### src/rtl/aurora_link_pkg.sv
// ---------------------------------------------------------------------------
// aurora_link_pkg
//   Shared definitions for the Aurora link bring-up controller slice.
//   - state_t / ST_* : FSM state encodings (0..6), also exported on the
//                      controller's debug state port.
//   - RETRY_W        : width of the consecutive-failure counter.
//   - drive_of()     : the (reset_pb, pma_init) pair each state drives onto
//                      the Aurora core.
// ---------------------------------------------------------------------------
package aurora_link_pkg;

  localparam int RETRY_W = 8;

  typedef logic [2:0] state_t;

  localparam state_t ST_IDLE      = 3'd0;
  localparam state_t ST_PB_LEAD   = 3'd1;
  localparam state_t ST_PMA       = 3'd2;
  localparam state_t ST_PB_TRAIL  = 3'd3;
  localparam state_t ST_WAIT_LINK = 3'd4;
  localparam state_t ST_UP        = 3'd5;
  localparam state_t ST_FAILED    = 3'd6;

  // Returns {reset_pb, pma_init} for a given state. FAILED keeps both
  // asserted so the core stays parked in reset until software intervenes.
  function automatic logic [1:0] drive_of(input state_t st);
    logic [1:0] drv;
    case (st)
      ST_IDLE:      drv = 2'b10;
      ST_PB_LEAD:   drv = 2'b10;
      ST_PMA:       drv = 2'b11;
      ST_PB_TRAIL:  drv = 2'b10;
      ST_WAIT_LINK: drv = 2'b00;
      ST_UP:        drv = 2'b00;
      ST_FAILED:    drv = 2'b11;
      default:      drv = 2'b10;
    endcase
    return drv;
  endfunction

endpackage

### src/rtl/aurora_dwell_timer.sv
// ---------------------------------------------------------------------------
// aurora_dwell_timer
//   Loadable down-counter shared by every timed state of the bring-up FSM
//   (reset dwells, link timeout, channel-down debounce). Only one of those
//   measurements is live in any state, so one counter serves them all.
// Ports
//   i_clk      : clock
//   i_rst      : asynchronous active-high reset (counter cleared)
//   i_load     : load i_load_val this cycle (wins over i_dec)
//   i_load_val : value to load, normally N-1 for an N-cycle interval
//   i_dec      : decrement by one; holds at zero
//   o_zero     : counter currently reads zero
// ---------------------------------------------------------------------------
module aurora_dwell_timer
  import aurora_link_pkg::*;
#(
  parameter int CNT_W = 21
) (
  input  logic             i_clk,
  input  logic             i_rst,
  input  logic             i_load,
  input  logic [CNT_W-1:0] i_load_val,
  input  logic             i_dec,
  output logic             o_zero
);

  logic [CNT_W-1:0] r_count;

  // Load takes priority so that a state change and its new interval land on
  // the same edge; decrement saturates at zero so a stale decrement request
  // can never wrap the counter around to a huge value.
  always_ff @(posedge i_clk or posedge i_rst) begin
    if (i_rst) begin
      r_count <= '0;
    end else if (i_load) begin
      r_count <= i_load_val;
    end else if (i_dec && (r_count != '0)) begin
      r_count <= r_count - 1'b1;
    end
  end

  assign o_zero = (r_count == '0);

endmodule

### src/rtl/aurora_link_bringup_ctrl.sv
// ---------------------------------------------------------------------------
// aurora_link_bringup_ctrl
//   Sequences the Aurora core's reset_pb / pma_init so the 2-lane QSFP GT
//   link comes up cleanly, waits for channel/lane up, and re-runs the
//   sequence on link timeout or on a debounced channel-down. After
//   MAX_RETRIES consecutive failures it parks in FAILED until cleared.
// Ports
//   i_init_clk    : free-running init clock, everything is synchronous to it
//   i_reset       : asynchronous active-high reset
//   i_enable      : level, 1 = bring link up, 0 = hold in IDLE
//   i_clr_fail    : pulse, leaves FAILED (ignored elsewhere)
//   i_lane_up     : per-lane up from the Aurora core (pre-synchronised)
//   i_channel_up  : channel up from the Aurora core (pre-synchronised)
//   o_reset_pb    : Aurora reset_pb
//   o_pma_init    : Aurora pma_init
//   o_link_ready  : high only in UP
//   o_fail        : high only in FAILED
//   o_retry_count : consecutive failed attempts, saturating at 255
//   o_state       : current state encoding (debug)
// ---------------------------------------------------------------------------
module aurora_link_bringup_ctrl
  import aurora_link_pkg::*;
#(
  parameter int NUM_LANES     = 2,
  parameter int PB_LEAD       = 128,
  parameter int PMA_HOLD      = 1024,
  parameter int PB_TRAIL      = 128,
  parameter int LINK_TIMEOUT  = 1048576,
  parameter int DOWN_DEBOUNCE = 64,
  parameter int MAX_RETRIES   = 8,
  parameter int CNT_W         = 21
) (
  input  logic                 i_init_clk,
  input  logic                 i_reset,
  input  logic                 i_enable,
  input  logic                 i_clr_fail,
  input  logic [NUM_LANES-1:0] i_lane_up,
  input  logic                 i_channel_up,
  output logic                 o_reset_pb,
  output logic                 o_pma_init,
  output logic                 o_link_ready,
  output logic                 o_fail,
  output logic [RETRY_W-1:0]   o_retry_count,
  output logic [2:0]           o_state
);

  // Every interval is loaded as N-1 on state entry and the state exits on
  // the edge where the counter reads zero, giving a dwell of exactly N.
  localparam logic [CNT_W-1:0] LD_PB_LEAD  = CNT_W'(PB_LEAD - 1);
  localparam logic [CNT_W-1:0] LD_PMA      = CNT_W'(PMA_HOLD - 1);
  localparam logic [CNT_W-1:0] LD_PB_TRAIL = CNT_W'(PB_TRAIL - 1);
  localparam logic [CNT_W-1:0] LD_TIMEOUT  = CNT_W'(LINK_TIMEOUT - 1);
  localparam logic [CNT_W-1:0] LD_DEBOUNCE = CNT_W'(DOWN_DEBOUNCE - 1);

  // MAX_RETRIES of zero means retry forever, so the limit compare is gated.
  localparam bit                 RETRY_BOUNDED = (MAX_RETRIES != 0);
  localparam logic [RETRY_W-1:0] RETRY_LAST    = RETRY_W'(MAX_RETRIES - 1);

  state_t             r_state;
  logic [RETRY_W-1:0] r_retry_count;
  logic               r_reset_pb;
  logic               r_pma_init;
  logic               r_link_ready;
  logic               r_fail;

  state_t             w_next_state;
  logic [RETRY_W-1:0] w_next_retry;
  logic [RETRY_W-1:0] w_retry_inc;
  logic [1:0]         w_next_drive;
  logic               w_load;
  logic [CNT_W-1:0]   w_load_val;
  logic               w_dec;
  logic               w_zero;
  logic               w_link_ok;
  logic               w_retry_event;

  aurora_dwell_timer #(
    .CNT_W (CNT_W)
  ) u_timer (
    .i_clk      (i_init_clk),
    .i_rst      (i_reset),
    .i_load     (w_load),
    .i_load_val (w_load_val),
    .i_dec      (w_dec),
    .o_zero     (w_zero)
  );

  assign w_link_ok   = i_channel_up & (&i_lane_up);
  assign w_retry_inc = (r_retry_count == {RETRY_W{1'b1}}) ? r_retry_count
                                                          : r_retry_count + 1'b1;

  // Next-state and timer control. Dropping enable overrides everything and
  // forgets the failure history. In WAIT_LINK the link-up test is checked
  // before the timeout so a channel_up arriving on the final timeout cycle
  // still counts as success. In UP any cycle with channel_up reloads the
  // debounce interval, so only an unbroken run of channel-down retries; the
  // lane_up bits are deliberately not watched once the channel is up.
  // Timeouts and debounced drops share one retry path at the bottom, which
  // either restarts the sequence or gives up into FAILED.
  always_comb begin
    w_next_state  = r_state;
    w_next_retry  = r_retry_count;
    w_load        = 1'b0;
    w_load_val    = '0;
    w_dec         = 1'b0;
    w_retry_event = 1'b0;

    if (!i_enable) begin
      w_next_state = ST_IDLE;
      w_next_retry = '0;
    end else begin
      case (r_state)
        ST_IDLE: begin
          w_next_state = ST_PB_LEAD;
          w_load       = 1'b1;
          w_load_val   = LD_PB_LEAD;
        end
        ST_PB_LEAD: begin
          if (w_zero) begin
            w_next_state = ST_PMA;
            w_load       = 1'b1;
            w_load_val   = LD_PMA;
          end else begin
            w_dec = 1'b1;
          end
        end
        ST_PMA: begin
          if (w_zero) begin
            w_next_state = ST_PB_TRAIL;
            w_load       = 1'b1;
            w_load_val   = LD_PB_TRAIL;
          end else begin
            w_dec = 1'b1;
          end
        end
        ST_PB_TRAIL: begin
          if (w_zero) begin
            w_next_state = ST_WAIT_LINK;
            w_load       = 1'b1;
            w_load_val   = LD_TIMEOUT;
          end else begin
            w_dec = 1'b1;
          end
        end
        ST_WAIT_LINK: begin
          if (w_link_ok) begin
            w_next_state = ST_UP;
            w_next_retry = '0;
            w_load       = 1'b1;
            w_load_val   = LD_DEBOUNCE;
          end else if (w_zero) begin
            w_retry_event = 1'b1;
          end else begin
            w_dec = 1'b1;
          end
        end
        ST_UP: begin
          if (i_channel_up) begin
            w_load     = 1'b1;
            w_load_val = LD_DEBOUNCE;
          end else if (w_zero) begin
            w_retry_event = 1'b1;
          end else begin
            w_dec = 1'b1;
          end
        end
        ST_FAILED: begin
          if (i_clr_fail) begin
            w_next_state = ST_IDLE;
            w_next_retry = '0;
          end
        end
        default: begin
          w_next_state = ST_IDLE;
          w_next_retry = '0;
        end
      endcase

      if (w_retry_event) begin
        w_next_retry = w_retry_inc;
        if (RETRY_BOUNDED && (r_retry_count == RETRY_LAST)) begin
          w_next_state = ST_FAILED;
        end else begin
          w_next_state = ST_PB_LEAD;
          w_load       = 1'b1;
          w_load_val   = LD_PB_LEAD;
        end
      end
    end
  end

  assign w_next_drive = drive_of(w_next_state);

  // State, retry count and all outputs register together, with the outputs
  // decoded from the next state so they switch on the same edge as the
  // state register rather than one cycle behind it. Reset parks the core
  // with reset_pb high and pma_init low.
  always_ff @(posedge i_init_clk or posedge i_reset) begin
    if (i_reset) begin
      r_state       <= ST_IDLE;
      r_retry_count <= '0;
      r_reset_pb    <= 1'b1;
      r_pma_init    <= 1'b0;
      r_link_ready  <= 1'b0;
      r_fail        <= 1'b0;
    end else begin
      r_state       <= w_next_state;
      r_retry_count <= w_next_retry;
      r_reset_pb    <= w_next_drive[1];
      r_pma_init    <= w_next_drive[0];
      r_link_ready  <= (w_next_state == ST_UP);
      r_fail        <= (w_next_state == ST_FAILED);
    end
  end

  assign o_reset_pb    = r_reset_pb;
  assign o_pma_init    = r_pma_init;
  assign o_link_ready  = r_link_ready;
  assign o_fail        = r_fail;
  assign o_retry_count = r_retry_count;
  assign o_state       = r_state;

endmodule
### config.mk
export PLATFORM = sky130hd
export DESIGN_NAME = aurora_link_bringup_ctrl
export DESIGN_NICKNAME = d
export VERILOG_FILES = /design/src/rtl/aurora_link_pkg.sv /design/src/rtl/aurora_dwell_timer.sv /design/src/rtl/aurora_link_bringup_ctrl.sv
export SDC_FILE = /design/constraint.sdc
export NUM_CORES = 1
export LEC_CHECK = 0
export ABC_CLOCK_PERIOD_IN_PS = 5750
export CAP_MARGIN = 15
export CORE_ASPECT_RATIO = 0.8
export CORE_MARGIN = 8
export CORE_UTILIZATION = 52
export CTS_CLUSTER_DIAMETER = 30
export DETAILED_ROUTE_END_ITERATION = 7
export GPL_ROUTABILITY_DRIVEN = 0
export GPL_TIMING_DRIVEN = 1
export PLACE_DENSITY_LB_ADDON = 0.25
export SLEW_MARGIN = 10
export SYNTH_ARGS = -nofsm -noshare
export SYNTH_HDL_FRONTEND = slang
export SYNTH_SLANG_ARGS = --single-unit
### constraint.sdc
create_clock -name i_init_clk -period 5.75 [get_ports i_init_clk]
set_input_delay 1.725 -clock i_init_clk [delete_from_list [all_inputs] [get_ports i_init_clk]]
set_output_delay 1.725 -clock i_init_clk [all_outputs]
set_load 0.03 [all_outputs]
Word-level counts from Yosys, hierarchy flattened
Cells that the tools add are included.
{"block": "op_classes", "mux": 43, "n_reduce_logical": 11, "n_bitwise": 1, "add_sub_neg": 2, "eq_ne": 16}
{"cell": "$pmux W20 S6", "n": 1}
{"cell": "$mux W21", "n": 5}
{"cell": "$mux W8", "n": 5}
{"cell": "$mux W3", "n": 8}
{"cell": "$pmux W8 S3", "n": 1}
{"cell": "$logic_not A21 Y1", "n": 1}
{"cell": "$pmux W3 S7", "n": 1}
{"cell": "$reduce_bool A21 Y1", "n": 1}
{"cell": "$sub A21 B1 Y21 const B", "n": 1}
{"cell": "$mux W20", "n": 1}
{"cell": "$eq A3 B3 Y1 const B", "n": 6}
{"cell": "$mux W1", "n": 13}
{"cell": "$mux W6", "n": 2}
{"cell": "$mux W10", "n": 1}
{"cell": "$eq A3 B2 Y1 const B", "n": 3}
{"cell": "$add A8 B1 Y8 const B", "n": 1}
{"cell": "$eq A8 B3 Y1 const B", "n": 1}
{"cell": "$eq A8 B8 Y1 const B", "n": 1}
{"cell": "$ne A4 B4 Y1 const B", "n": 2}
{"cell": "$mux W7", "n": 1}
{"cell": "$reduce_or A5 Y1", "n": 1}
{"cell": "$pmux W1 S4", "n": 1}
{"cell": "$pmux W2 S2", "n": 1}
{"cell": "$reduce_and A4 Y1", "n": 1}
{"cell": "other kinds (12)", "n": 13}
{"block": "totals", "reg_bits": 36, "output_inout_bits": 15, "input_bits": 7, "word_cells": 80}

Longest topological paths before layout
Gate-level depths: netlist of run 1.
{"block": "depth", "depth_word": 10, "ltp_mapped": 10}

By module
From an unflattened synthesis of run 1, not the netlist that was laid out.
{"block": "unflattened", "cells_unflattened": 265, "area_unflattened_um2": 2327.2}
{"module": "aurora_dwell_timer", "cells_each": 154, "seq_area_each_um2": 525.5, "n_inst": 1, "area_each_um2": 1363.8}
{"module": "aurora_link_bringup_ctrl", "cells_each": 111, "seq_area_each_um2": 376.6, "n_inst": 1, "area_each_um2": 963.4}

Worst setup path before layout of run 1
No wires, ideal clock.
{"block": "synth_path", "path_kind": "input-to-reg", "start": "input port i_lane_up[0]", "end": "register u_timer.r_count[18]", "path_slack_ps": 2471, "setup_time_ps": 123, "cell_stages": 7, "arrival_ps": 3156, "path_buffers": 1, "t_required_ps": 5627, "cell_sequence": "a21o_1 > a211oi_2 > a21oi_1 > o21ai_2 > buf_4 > a31o_1 > a21oi_2"}
{"block": "synth_between", "elab_chain_cells": 8}
{"item": "from (decl)", "line": "aurora_link_bringup_ctrl.sv:37", "source": "input logic [NUM_LANES-1:0] i_lane_up,"}
{"item": "$reduce_and A2 Y1 (*)", "line": "aurora_link_bringup_ctrl.sv:88", "source": "assign w_link_ok = i_channel_up & (&i_lane_up);"}
{"item": "$and A1 B1 Y1 (*)", "line": "aurora_link_bringup_ctrl.sv:88"}
{"item": "$mux W1", "line": "aurora_link_bringup_ctrl.sv:146", "source": "if (w_link_ok) begin"}
{"item": "$pmux W1 S4 or $pmux W1 S2 (tied branches)", "line": "aurora_link_bringup_ctrl.sv:112", "source": "case (r_state)"}
{"item": "$mux W1, on equally long branches", "line": "aurora_link_bringup_ctrl.sv:181, aurora_link_bringup_ctrl.sv:108"}
{"item": "$mux W1 or $mux W21 (tied branches)", "line": "aurora_link_bringup_ctrl.sv:179", "source": "if (w_retry_event) begin"}
{"item": "$mux W1 or $mux W21 (tied branches)", "line": "aurora_link_bringup_ctrl.sv:108", "source": "if (!i_enable) begin"}
{"item": "$mux W21 or $reduce_bool A2 Y1 (tied branches)"}
{"item": "to (signal assigned)", "line": "aurora_dwell_timer.sv:36", "source": "r_count <= i_load_val;"}
{"item": "to (signal assigned)", "line": "aurora_dwell_timer.sv:38", "source": "r_count <= r_count - 1'b1;"}
{"item": "to (decl)", "line": "aurora_dwell_timer.sv:27", "source": "logic [CNT_W-1:0] r_count;"}
Every way passes the cells marked *; elsewhere a longest branch is shown, timed or not. The select of a mux whose other input is x is not followed.
A chain may end at the register's enable or synchronous reset.

Worst setup path in the final report of run 1
{"block": "layout_path", "start": "input port i_lane_up[0]", "end": "register u_timer.r_count[4]"}
{"block": "layout_between", "elab_chain_cells": 8}
{"item": "$reduce_and A2 Y1 (*)", "line": "aurora_link_bringup_ctrl.sv:88"}
{"item": "$and A1 B1 Y1 (*)", "line": "aurora_link_bringup_ctrl.sv:88"}
{"item": "$mux W6 or $mux W1 (tied branches)", "line": "aurora_link_bringup_ctrl.sv:146"}
{"item": "$pmux W20 S6 (tied with other cells)", "line": "aurora_link_bringup_ctrl.sv:112"}
{"item": "$mux W21 (tied with other cells)", "line": "aurora_link_bringup_ctrl.sv:181", "source": "if (RETRY_BOUNDED && (r_retry_count == RETRY_LAST)) begin"}
{"item": "$mux W21 or $mux W1 (tied branches)", "line": "aurora_link_bringup_ctrl.sv:179"}
{"item": "$mux W21 or $mux W1 (tied branches)", "line": "aurora_link_bringup_ctrl.sv:108"}
{"item": "$mux W21 or $reduce_bool A2 Y1 (tied branches)"}
Marks and branches as above.

==> impl_metrics.csv, run 1 <==
group,metric,value,unit
status,status,"finished, final reports clean",
grt,grtUsageMet2,0.2603,
yosys,netlist_area,2308,um^2
yosys,ys_seq_area_frac,0.3908,
yosys,yosysMostFrequentCell,"dfrtp_1",
routing,drc,0,
placement,port_buffers,21,
clocking,clk-insertion-delay-late,0.30,ns
sta,fin_setup_tns,0,ns
yosys,synth_edf_count,0,
yosys,synth_nets,255,
routing,viasPerCell,6.121,
power_and_ir_drop,p_leak,1.082,nW
clocking,post_cts_buffers,0,
yosys,ys.flop_type,"dfrtp_1",
routing,dr.pass1.iters,4,
flow_run,drv_cap,0,
yosys,synth-xor-area-share,0.01897,
power_and_ir_drop,power_frac_seq,0.492,
power_and_ir_drop,p_total,0.0005447,W
power_and_ir_drop,clock_power_share,0.410,
sta,worst_pin_slew,0.8895,ns
grt,grt_max_degree,37,
yosys,syn_area_per_cell,9.384,um^2
grt,met1_usage,0.2256,
sta,period_share,0.7072,
grt,grt_most_used_layer,"met2",
routing,drt_wl_total,5.301,mm
yosys,ys.warnings.count,0,
sta,setup_violations,0,
finish,num_antenna_cells,0,
worst_setup_path,arrival,4.29,ns
power_and_ir_drop,p_sw_frac,0.2448,
clocking,root_buffer,"clkbuf_8",
yosys,synth_simple_gate_area_frac,0.2390,
yosys,synth_top_area_frac,0.3794,
yosys,synthMuxAreaShare,0,
clocking,cts_inserted_buffers,5,
clocking,cts_hold_repair.buffers,0,
routing,routed-via-count,1971,
clocking,clk_pin_slew,0.07,ns
finish,layout-drive-gt1-share,0.2038,
yosys,syn_inst,246,
clocking,cts.repair.resized,0,
yosys,yosysTopAreaCell,"dfrtp_1",
grt,track_usage,0.1686,
placement,placed_area,2535,um^2
yosys,synth_cell_type_count,56,
grt,antenna_found_initial,0,
power_and_ir_drop,intPower,0.0004113,W
grt,grt_use_met3,0.04035,
yosys,ys_ff_latch,36,
yosys,yosys-top-cells-area,"dfrtp_1 38%, a21oi_1 4.8%, a21oi_2 4.2%",
floorplan,die_x,90.49,um
floorplan,num_rows,21,
yosys,yosys-top-cells-count,"35 x dfrtp_1, 22 x a21oi_1, 18 x nor2_1",
clocking,cts_tree,"yes",
min_path,hold_path_class,"reg2reg",
sta,hold_viol,0,
floorplan,io_pins,22,
sta,period_minus_slack,4.066,ns
yosys,synthArstFlopShare,1.000,
clocking,htreeDepth,2,
routing,drt_first_iter_violations,124,
power_and_ir_drop,comb_power_share,0.098,
floorplan,die_h,75.60,um
floorplan,start_util,0.5457,
sta,max_freq,245.9,MHz
grt,grt_pass1_wl,9.308,mm
yosys,synth_top_family_by_area,"compound AO/OA/AOI/OAI gates",
floorplan,die_area,6841,um^2
finish,finalNetCount,273,
finish,fin_area,2643,um^2
clocking,clock_tree.buffer_depth,2,
grt,grt_overflow_total,0,
finish,area_growth,14.47,%
sta,maxSlewViolCount,0,
worst_setup_path,worstPathRequired,5.97,ns
clocking,clkSinkCount,36,
yosys,synth_adder_area_share,0.01084,
worst_setup_path,start_kind,"input port",
grt,first_global_vias,1901,
power_and_ir_drop,power.density,206.1,nW/um^2
routing,post_drt_wl_per_cell,16.46,um
finish,n_fill_cell,370,
floorplan,core_area,4230,um^2
power_and_ir_drop,p_sw,0.0001334,W
routing,postRouteAntennaNets,0,
worst_setup_path,path_class,"in2reg",
power_and_ir_drop,vdd_drop_max,0.1446,mV
sta,rsz0062_at_grt,"no",
placement,dp_hpwl,3.614,mm
worst_setup_path,cp_max_fo,22,
sta,slew_headroom,0.4025,
yosys,synth-compound-area-share,0.2894,
worst_setup_path,worstSetupEndpointType,"register",
sta,skew,0.005735,ns
area by class of cell:
cell class / instances / area [um^2] / share of cell area
Timing Repair Buffer: 24 / 232.7 / 0.08807
Clock inverter: 2 / 35.03 / 0.01326
Clock buffer: 6 / 72.57 / 0.02746
Multi-Input combinational cell: 188 / 1295 / 0.4901
Tap cell: 57 / 71.32 / 0.02699
Inverter: 9 / 33.78 / 0.01278
Sequential cell: 36 / 902.1 / 0.3414
worst max-delay path, stage by stage:
cell	delay (ns)
clkdlybuf4s50_1	0.45
a21o_1	0.21
a211oi_2	0.54
a21oi_1	0.25
o21ai_2	0.78
a311oi_1	0.13
a41oi_2	0.19
path summary, 6_finish.rpt:
kind | start | endpoint | slack, ns | cells after the start
hold / removal | u_timer.r_count[20]$_DFFE_PP0P_ | u_timer.r_count[20]$_DFFE_PP0P_ | 0.55 | 2
hold reg to reg | u_timer.r_count[20]$_DFFE_PP0P_ | u_timer.r_count[20]$_DFFE_PP0P_ | 0.55 | 2
max in group asynchronous | i_reset | o_reset_pb$_DFF_PP1_ | 3.56 | 3
setup reg to reg | u_timer.r_count[0]$_DFFE_PP0P_ | o_fail$_DFF_PP0_ | 2.68 | 8
min in group asynchronous | i_reset | o_state[2]$_DFF_PP0_ | 1.84 | 3
setup / recovery | i_lane_up[0] | u_timer.r_count[4]$_DFFE_PP0P_ | 1.68 | 7
logic make-up after synthesis:
logic type / count (synthesis)
buffers and inverters: 22
AO/OA/AOI/OAI: 92
adder cells (fa/ha/maj): 2
AND/OR/NAND/NOR: 89
flip-flops: 36
XOR/XNOR: 5
flip-flops by register name (all words and copies together) (netlist names):
| signal | count |
|---|---|
| u_timer.r_count | 21 |
| o_retry_count | 8 |
| o_state | 3 |
| o_fail | 1 |
| o_link_ready | 1 |
| o_pma_init | 1 |
| o_reset_pb | 1 |
routing by layer:
metal	vias to the layer above	routed length [um]
li1	959	-
met1	976	2611
met2	31	2426
met3	5	207
met4	0	55
met5	-	0
power by group through the flow:
stage / combinational (W) / sequential, W / clock (W)
global route: 0.0000599 / 0.000269 / 0.000237
CTS: 0.0000541 / 0.000268 / 0.000228
finish: 0.0000534 / 0.000268 / 0.000223
floorplan: 0.0000409 / 0.000271 / 0
detailed placement: 0.0000538 / 0.000273 / 0
global placement: 0.0000524 / 0.000273 / 0
stage by stage:
stage / hold WS (ns) / instances / utilization / worst slack [ns]
CTS: 0.5445 / 322 / 0.6247 / 1.644
finish: 0.5455 / 322 / 0.6247 / 1.684
global placement: 0.5069 / 314 / 0.5992 / 1.393
detailed placement: 0.5296 / 314 / 0.5992 / 1.341
floorplan: 0.4801 / 246 / - / 2.471
global route: 0.5762 / 322 / 0.6247 / 1.443
placed cells by master, fill, tap and decap left out, types with 5 or more instances in the layout:
| cell | instances |
|---|---|
| a21oi_1 | 22 |
| a21oi_2 | 11 |
| a31o_2 | 10 |
| a31oi_1 | 5 |
| and3_1 | 5 |
| clkbuf_8 | 5 |
| clkdlybuf4s50_1 | 21 |
| dfrtp_1 | 35 |
| inv_1 | 9 |
| nand2_1 | 14 |
| nand3_1 | 6 |
| nand4_1 | 5 |
| nor2_1 | 18 |
| nor3_1 | 8 |
| o21ai_0 | 13 |
| or3_1 | 5 |
(Power assumes the default switching activity.)
==> run 2, diff against run 1 <==
--- a/config.mk
+++ b/config.mk
@@ -5,7 +5,7 @@
 export SDC_FILE = /design/constraint.sdc
 export NUM_CORES = 1
 export LEC_CHECK = 0
-export ABC_CLOCK_PERIOD_IN_PS = 5750
+export ABC_CLOCK_PERIOD_IN_PS = 3600
 export CAP_MARGIN = 15
 export CORE_ASPECT_RATIO = 0.8
 export CORE_MARGIN = 8
==> constraint.sdc (replaced) <==
create_clock -name i_init_clk -period 3.6 [get_ports i_init_clk]
set_input_delay 1.08 -clock i_init_clk [delete_from_list [all_inputs] [get_ports i_init_clk]]
set_output_delay 1.08 -clock i_init_clk [all_outputs]
set_load 0.03 [all_outputs]
==> run 2 against run 1 <==
Against the previous run:
- routed wire length is 0.94% lower
- global-route usage is 0.35 points lower
- power is 60% higher
- non-clock buffer count is 3 higher
- core utilization is 0.53 points higher
- combinational power is 64% higher
- critical path depth stayed put
- clock skew is 0.0010 ns higher
- critical endpoint is now u_timer.r_count[12]$_DFFE_PP0P_
- largest cell class unchanged
- highest routed layer unchanged
==> impl_metrics.csv, run 2 (synthesis results as in run 1) <==
group,metric,value,unit
routing,postRouteAntennaNets,0,
clocking,cts_tree,"yes",
floorplan,num_rows,21,
worst_setup_path,arrival,3.25,ns
placement,placed_area,2557,um^2
worst_setup_path,max_stage_delay,0.72,ns
sta,rsz0062_at_grt,"no",
clocking,cts_hold_repair.buffers,0,
placement,dp_hpwl,3.604,mm
floorplan,die_x,90.49,um
sta,fin_setup_tns,0,ns
sta,period_share,0.8542,
clocking,clk_pin_slew,0.07,ns
worst_setup_path,path_cells,"clkdlybuf4s50_1 -> a21o_1 -> a21oi_1 -> or4b_2 -> o21ai_2 -> a31o_2 -> a21oi_1",
placement,port_buffers,21,
routing,post_drt_wl_per_cell,16.16,um
sta,setup_violations,0,
clocking,clkSinkCount,36,
worst_setup_path,start_kind,"input port",
min_path,hold_path_class,"reg2reg",
power_and_ir_drop,p_leak,1.097,nW
floorplan,die_area,6841,um^2
clocking,clk-insertion-delay-late,0.30,ns
worst_setup_path,cp_max_fo,22,
clocking,cts.repair.resized,0,
routing,drt_first_iter_violations,123,
floorplan,core_area,4230,um^2
routing,drt_wl_total,5.251,mm
worst_setup_path,cp_common_cell,"a21oi_1",
grt,grt_max_degree,37,
power_and_ir_drop,power.density,328.0,nW/um^2
clocking,cts_inserted_buffers,5,
finish,fin_area,2665,um^2
sta,hold_viol,0,
clocking,root_buffer,"clkbuf_8",
grt,antenna_found_initial,0,
sta,period_minus_slack,3.075,ns
finish,final_common_cell,"dfrtp_1",
sta,skew,0.006779,ns
worst_setup_path,path_class,"in2reg",
finish,largest_register_ffs,21,
grt,track_usage,0.1651,
grt,grt_overflow_total,0,
finish,regMostFlops,"u_timer.r_count",
power_and_ir_drop,vdd_drop_max,0.2429,mV
routing,drc,0,
grt,first_global_vias,1847,
finish,num_antenna_cells,0,
worst_setup_path,worstSetupEndpointType,"register",
routing,viasPerCell,5.957,
status,status,"finished, final reports clean",
sta,worst_pin_slew,0.9321,ns
finish,layout-drive-gt1-share,0.2127,
finish,finalNetCount,276,
sta,slew_headroom,0.3785,
floorplan,die_h,75.60,um
worst_setup_path,worstPathRequired,3.77,ns
sta,maxSlewViolCount,0,
finish,layout.cells.most_common_list,"35 x dfrtp_1, 22 x a21oi_1, 21 x clkdlybuf4s50_1",
clocking,clock_tree.buffer_depth,2,
grt,grt_pass1_wl,9.066,mm
floorplan,io_pins,22,
flow_run,drv_cap,0,
clocking,post_cts_buffers,0,
sta,max_freq,325.2,MHz
clocking,htreeDepth,2,
finish,area_growth,15.45,%
routing,dr.pass1.iters,4,
routing,routed-via-count,1936,
floorplan,start_util,0.5457,
worst_setup_path,critPathSlowestCell,"or4b_2",
==> run 2: stage by stage <==
stage | cells | setup WS, ns | power, W | hold WS (ns) | util
2_1_floorplan | 246 | 0.9658 | 0.0004978 | 0.4801 | -
3_3_place_gp | 317 | 0.2720 | 0.0005202 | 0.5161 | 0.6046
3_5_place_dp | 317 | 0.2192 | 0.0005231 | 0.5157 | 0.6046
4_1_cts | 325 | 0.5348 | 0.0008809 | 0.5269 | 0.6300
5_1_grt | 325 | 0.3975 | 0.0009052 | 0.5564 | 0.6300
6_report | 325 | 0.5248 | 0.0008741 | 0.5289 | 0.6300
==> run 2: area by class of cell <==
| type | instances | area [um^2] |
|---|---|---|
| clock buffer | 6 | 72.57 |
| clock inverter | 2 | 35.03 |
| inverter | 9 | 33.78 |
| sequential | 36 | 902.1 |
| multi-input combinational | 188 | 1295 |
| tap | 57 | 71.32 |
| fill | 363 | 1565 |
| timing repair buffer | 27 | 255.2 |
==> run 2: path summary, 6_finish.rpt <==
check / startpoint / to / slack [ns] / cells past startpoint
worst max-delay path: i_lane_up[0] / u_timer.r_count[12]$_DFFE_PP0P_ / 0.52 / 7
worst min-delay path: u_timer.r_count[20]$_DFFE_PP0P_ / u_timer.r_count[20]$_DFFE_PP0P_ / 0.53 / 2
worst max register to register: u_timer.r_count[1]$_DFFE_PP0P_ / u_timer.r_count[12]$_DFFE_PP0P_ / 0.74 / 8
worst min register to register: u_timer.r_count[20]$_DFFE_PP0P_ / u_timer.r_count[20]$_DFFE_PP0P_ / 0.53 / 2
max in group asynchronous: i_reset / o_reset_pb$_DFF_PP1_ / 2.06 / 3
min in group asynchronous: i_reset / o_state[2]$_DFF_PP0_ / 1.20 / 3
==> run 2: worst max-delay path: cells and delay by family <==
family / cells / cell delay [ns]
buffers and inverters: 1 / 0.52
and+or+nand+nor: 1 / 0.72
AOI/OAI and AO/OA: 5 / 0.93
==> run 2: report_power, final <==
group / leakage [nW] / switching, W / internal [W] / total [W]
clock network: 0.0552 / 0.000154 / 0.000206 / 0.000359
logic: 0.573 / 0.0000509 / 0.0000366 / 0.0000874
registers: 0.469 / 0.0000117 / 0.000416 / 0.000427
==> run 2: per-layer routing <==
layer	up-vias	track usage	routed length [um]
li1	966	-	-
met1	930	0.2247	2685
met2	32	0.2514	2270
met3	8	0.03543	217
met4	0	0.06618	76
met5	-	0	0
==> run 3, diff against run 2 <==
--- a/config.mk
+++ b/config.mk
@@ -5,7 +5,6 @@
 export SDC_FILE = /design/constraint.sdc
 export NUM_CORES = 1
 export LEC_CHECK = 0
-export ABC_CLOCK_PERIOD_IN_PS = 3600
 export CAP_MARGIN = 15
 export CORE_ASPECT_RATIO = 0.8
 export CORE_MARGIN = 8
==> results of run 3 <==
Final layout, timing and power as in run 2 (identical DEF).
==> RTL change 1 (config.mk and constraints of run 2) <==
`CNT_W` is set to 21 in 2 places; all go to 42.
--- a/src/rtl/aurora_dwell_timer.sv
+++ b/src/rtl/aurora_dwell_timer.sv
@@ -14,7 +14,7 @@
 module aurora_dwell_timer
   import aurora_link_pkg::*;
 #(
-  parameter int CNT_W = 21
+  parameter int CNT_W = 42
 ) (
   input  logic             i_clk,
   input  logic             i_rst,
--- a/src/rtl/aurora_link_bringup_ctrl.sv
+++ b/src/rtl/aurora_link_bringup_ctrl.sv
@@ -28,7 +28,7 @@
   parameter int LINK_TIMEOUT  = 1048576,
   parameter int DOWN_DEBOUNCE = 64,
   parameter int MAX_RETRIES   = 8,
-  parameter int CNT_W         = 21
+  parameter int CNT_W         = 42
 ) (
   input  logic                 i_init_clk,
   input  logic                 i_reset,
Formal check against the unedited RTL: no difference found for any inputs over 10 cycles, from zero or initial values and one cycle with i_reset high; that may be too few to reach the edited logic, so the function may still have changed.
==> RTL change 1 against run 2 <==
- clock power up 80%
- routed wire length up 39%
- cell area up 41%
- sequential power up 59%
- die area rose by 29%
- synthesized area rose by 37%
- total power rose by 66%
- combinational power increased by 43%
- largest power group unchanged
- synthesized cell count increased by 43%
- via count is 41% higher
- non-clock buffer count increased by 8
- final cell count up 46%
- worst setup slack improved by 51 ps
- sequential cell count increased by 21
==> RTL change 1: results (changes against run 2) <==
- Distinct cells, synth: 51 (-8.9%)
- Synth top area cells: dfrtp_1 44%, nor2_1 5.7%, xor2_1 4.4%, o21ai_0 4.1%, nand2_1 4.0%
- Met3 Resource Use GR: 5.663% (+2.1 points)
- Number of enable flip-flop cells after synthesis: 0 (unchanged)
- CTS HTree Levels: 3 (+1)
- Clock buf count: 11 (+5)
- Signal buf overhead: 8.722% (-0.86 points)
- Flop pwr share: 46.8% (-2.1 points)
- Largest register FFs: 42 (+100%)
- Worst Path Max Fanout: 6 (-73%)
- Area share of fa/ha/maj cells after synthesis: 1.190% (+0.11 points)
- Met3 wire len: 527 microns (+140%)
- Area of the multi-input gates: 1649 sq um (+27%)
- Crit Reg-Reg Endpoint: u_timer.r_count[7]
- Clk_skew: 8.338 ps (+1.559 ps)
- Bufs w/o clock: 35 (+30%)
- Critical path type: in -> reg
- Number of logic inverters in the finished layout: 11 (+2)
- R2R Setup Slk: 640 ps (-100 ps)
- CP Data Arrival Time: 3260 ps (about the same)
- Initial DRC Count: 256 (+110%)
- Final #Nets: 397 (+44%)
- Lkg Pwr: 1.615 nW (+47%)
- CP max-delay cell: o21ai_1
- Status: finished, final reports clean
- Sequential share of the synthesized area: 45.26% (+6.2 points)
- Drt via density: 5.791 (-2.8%)
- Filler Cell Count: 508 (+40%)
- Start point of the worst hold path: o_retry_count[7]
- Net count after synthesis: 361 (+42%)
- CTS Buf Count: 9 (+4)
- Synth cell count leaders: 56 x dfrtp_1, 48 x nor2_1, 34 x nand2_1
- Reg2reg start: u_timer.r_count[4]
- Drt total wl: 7323 microns (+39%)
- DRT Pass-1 Iters: 5 (+1)
- Sw Pwr: 0.3612 mW (+67%)
- Metal2 WL: 3079 microns (+36%)
- Hpwl dp: 5308 microns (+47%)
- Global-route wire length before repair: 12,400 microns (+37%)
- R2R cell count: 7 (-1)
- FFs & Latches: 57 (+58%)
- Met1 usage: 26.33% (+3.9 points)
- Hold EP: o_retry_count[7]
- Reg area: 1428 sq um (+58%)
- Met2 Use GR: 23.99% (-1.2 points)
- Count of multi-input gates: 273 (+45%)
- Worst-Skew Late Latency: 350 ps (+50 ps)
- Slew Limit Headroom: 55.75% (+18 points)
- Post-synthesis xor/xnor area fraction: 6.942% (+5.0 points)
- Layout cell share with drive strength beyond 1: 10.71% (-11 points)
- Largest net degree at the start of global routing: 32 (-14%)
- Hold path cells: 1 (-1)
- VDD IR max: 0.3275 mV (+35%)
- Met1 wire length: 3596 microns (+34%)
- Vias in the first global route: 2,524 (+37%)
- Compound-Gate Fraction of Synth Area: 15.11% (-14 points)
- Gr usage total: 18.00% (+1.5 points)
- Clk pwr share: 44.5% (+3.4 points)
- Clock network area share: 5.626% (+1.6 points)
- Max stage delay on crit path: 500 ps (-220 ps)
RTL change 1: changes by cell type in the layout (fill, tap and decap cells not counted), moves of 10 or more:
cell	delta
a21oi_2	-11
o21ai_0	+13
nand2_1	+20
a31o_2	-10
nor2_1	+29
xor2_1	+12
dfrtp_1	+21
or4_1	+10
nand3_1	+10
RTL change 1: metrics by stage:
step | hold slack (ps) | setup slack, ps | instance area [sq um] | instances | power (mW)
2_1_floorplan | 475.8 | 618.9 | 3154 | 351 | 0.7662
3_3_place_gp | 495.2 | 318.6 | 3547 | 457 | 0.8091
3_5_place_dp | 513.0 | 241.4 | 3547 | 457 | 0.8166
4_1_cts | 524.0 | 610.8 | 3759 | 473 | 1.463
5_1_grt | 561.6 | 402.7 | 3759 | 473 | 1.503
6_report | 519.6 | 575.4 | 3759 | 473 | 1.450
RTL change 1: kinds of logic after synthesis:
kind of cell,Yosys count
xor gates and xnor gates,25
adders and majority gates,3
AOI/OAI and AO/OA,74
DFF,57
and+or+nand+nor,171
buffers and inverters,21
==> RTL change 2 (settings of run 2) <==
Made on the original files. Reset style: synchronous (`i_reset` and `i_rst`), changed in 2 clocked blocks. Comments in the files are not updated.
--- a/src/rtl/aurora_dwell_timer.sv
+++ b/src/rtl/aurora_dwell_timer.sv
@@ -29,7 +29,7 @@
   // Load takes priority so that a state change and its new interval land on
   // the same edge; decrement saturates at zero so a stale decrement request
   // can never wrap the counter around to a huge value.
-  always_ff @(posedge i_clk or posedge i_rst) begin
+  always_ff @(posedge i_clk) begin
     if (i_rst) begin
       r_count <= '0;
     end else if (i_load) begin
--- a/src/rtl/aurora_link_bringup_ctrl.sv
+++ b/src/rtl/aurora_link_bringup_ctrl.sv
@@ -195,7 +195,7 @@
   // decoded from the next state so they switch on the same edge as the
   // state register rather than one cycle behind it. Reset parks the core
   // with reset_pb high and pma_init low.
-  always_ff @(posedge i_init_clk or posedge i_reset) begin
+  always_ff @(posedge i_init_clk) begin
     if (i_reset) begin
       r_state       <= ST_IDLE;
       r_retry_count <= '0;
Check against the original RTL: differs if i_reset is asserted again (counterexample within 4 cycles, from zero or initial values and one cycle with i_reset high); with i_reset held inactive, the same outputs for 10 cycles.
==> RTL change 2 against run 2 <==
- routed wire length is 6.0% lower
- worst setup slack worse by 7.6 ps
- worst hold slack worse by 45 ps
- sequential cell count stayed put
- cell area is 10% lower
- total power is 3.1% higher
- synthesized area is 12% lower
- combinational power is 96% higher
- largest cell class unchanged
- highest routed layer unchanged
==> RTL change 2: results (changes against run 2) <==
- Family with the most delay on the worst path: compound AO/OA/AOI/OAI gates
- Multiplexer area fraction after synthesis: 0% (unchanged)
- CP max-delay cell: clkdlybuf4s50_1
- VDD IR max: 0.2317 mV (-4.6%)
- Synth top area cells: dfxtp_1 36%, a21oi_1 4.9%, nand2_1 3.5%, a311oi_1 3.0%, o21ai_0 3.0%
- Filler Cell Count: 333 (-8.3%)
- Async SR Flop Fraction: 0% (-100 points)
- Final Core Density: 63.34% (+0.35 points)
- Sw frac: 28.72% (+4.0 points)
- R2R cell count: 7 (-1)
- Drt via density: 6.012 (+0.93%)
- Gate Count Post-Synth: 241 (-2.0%)
- Status: finished, final reports clean
- Largest net degree at the start of global routing: 15 (-59%)
- Initial antenna violation count: 0 (unchanged)
- CP Data Arrival Time: 3270 ps (+20 ps)
- Post-CTS sizing: 0 (unchanged)
- Root Driver: clkbuf_8
- Max stage delay on crit path: 600 ps (-120 ps)
- CTS Buf Count: 5 (unchanged)
- Lkg Pwr: 0.7679 nW (-30%)
- Synth cell count leaders: 36 x dfxtp_1, 20 x a21oi_1, 19 x nand2_1
- Placed insts: 313 (-1.3%)
- Worst-Skew Late Latency: 290 ps
- Sequential share of the synthesized area: 35.56% (-3.5 points)
- Global-route wire length before repair: 8562 microns (-5.6%)
- Vias in the first global route: 1,809 (-2.1%)
- Drt total wl: 4936 microns (-6.0%)
- Distinct cells, synth: 56 (unchanged)
- CTS Buffer Depth: 2 (unchanged)
- Worst Path Max Fanout: 9 (-59%)
- Clk_skew: 6.945 ps (+0.1654 ps)
- DRT Pass-1 Iters: 4 (unchanged)
- Layout cell share with drive strength beyond 1: 9.398% (-12 points)
- P per Cell Area: 376.6 nW/um^2 (+15%)
- Area share of fa/ha/maj cells after synthesis: 1.235% (+0.15 points)
- CTS HTree Levels: 2 (unchanged)
- Largest register FFs: 21 (unchanged)
- Hpwl dp: 3575 microns (-0.80%)
- Slew Limit Headroom: 62.39% (+25 points)
- Largest Register: u_timer.r_count
- Post-synthesis xor/xnor area fraction: 2.160% (+0.26 points)
- Post-CTS Setup Inserts: 0 (unchanged)
- Gr usage total: 16.97% (+0.47 points)
- Register clock-pin slew on the reported worst setup and hold paths: 70 ps (about the same)
- Hold path cells: 1 (-1)
- Compound-Gate Fraction of Synth Area: 27.59% (-1.4 points)
- Final #Nets: 274 (-0.72%)
- Net count after synthesis: 250 (-2.0%)
- Routed len/inst: 15.38 microns (-4.8%)
- Placement Cell Area: 2303 sq um (-9.9%)
- Synth warn: 0 (unchanged)
- # diodes: 0 (unchanged)
- Initial DRC Count: 156 (+27%)
RTL change 2: cell count changes after synthesis, moves of 6 or more:
| cell | run 2 | this run |
|---|---|---|
| dfxtp_1 | 0 | 36 |
| dfrtp_1 | 35 | 0 |
| a21oi_2 | 11 | 1 |
| a31o_2 | 10 | 1 |
| or4_1 | 0 | 7 |
| a311oi_1 | 1 | 7 |
| clkbuf_1 | 1 | 7 |
RTL change 2: cell type report:
cell class | count | share of cell area (%)
multi-input combinational | 186 | 51.02
timing repair buffer | 28 | 10.98
tap | 55 | 2.875
sequential | 36 | 30.11
inverter | 8 | 1.255
clock buffer | 8 | 3.764
RTL change 2: power by group through the flow:
| stage | clock, mW | sequential (mW) | combinational, mW |
|---|---|---|---|
| floorplan | 0 | 0.442 | 0.125 |
| CTS | 0.298 | 0.438 | 0.169 |
| global route | 0.316 | 0.442 | 0.188 |
| global placement | 0 | 0.447 | 0.165 |
| finish | 0.292 | 0.439 | 0.171 |
| detailed placement | 0 | 0.447 | 0.169 |
RTL change 2: per-layer routing:
layer	up-vias	GRT usage [%]	share of wire, %
met3	5	4.114	6.8
met1	890	23.28	50
met5	-	0	0
met4	0	4.845	0.75
li1	977	-	-
met2	58	25.52	43
RTL change 2: final timing paths:
path | end | startpoint | slack [ps]
worst min-delay path | u_timer.r_count[20] | u_timer.r_count[20] | 480
worst max-delay path | u_timer.r_count[14] | i_channel_up | 520
worst max register to register | o_retry_count[3] | u_timer.r_count[1] | 870
worst min register to register | u_timer.r_count[20] | u_timer.r_count[20] | 480
RTL change 2: logic make-up (layout without fill, tap and decap cells):
family                   Yosys count  in the layout
AO/OA/AOI/OAI                     76             76
XOR/XNOR                           5              5
adder cells (fa/ha/maj)            2              2
buffers and inverters             19             44
flip-flops                        36             36
AND/OR/NAND/NOR                  103            103
RTL change 2: worst reg2reg max path: cells and delay by family (launching register included):
family,cells,cell delay [ps]
AND/OR/NAND/NOR,4,1900
buffers and inverters,1,100
AO/OA/AOI/OAI,1,140
adder cells (fa/ha/maj),1,190
flip-flops,1,340
RTL change 2: stage by stage:
step | hold WS, ps | worst slack, ps
4_1_cts | 483.6 | 543.5
2_1_floorplan | 456.8 | 1090
6_report | 483.7 | 517.3
3_3_place_gp | 471.2 | 318.4
3_5_place_dp | 469.8 | 308.2
5_1_grt | 514.9 | 388.6
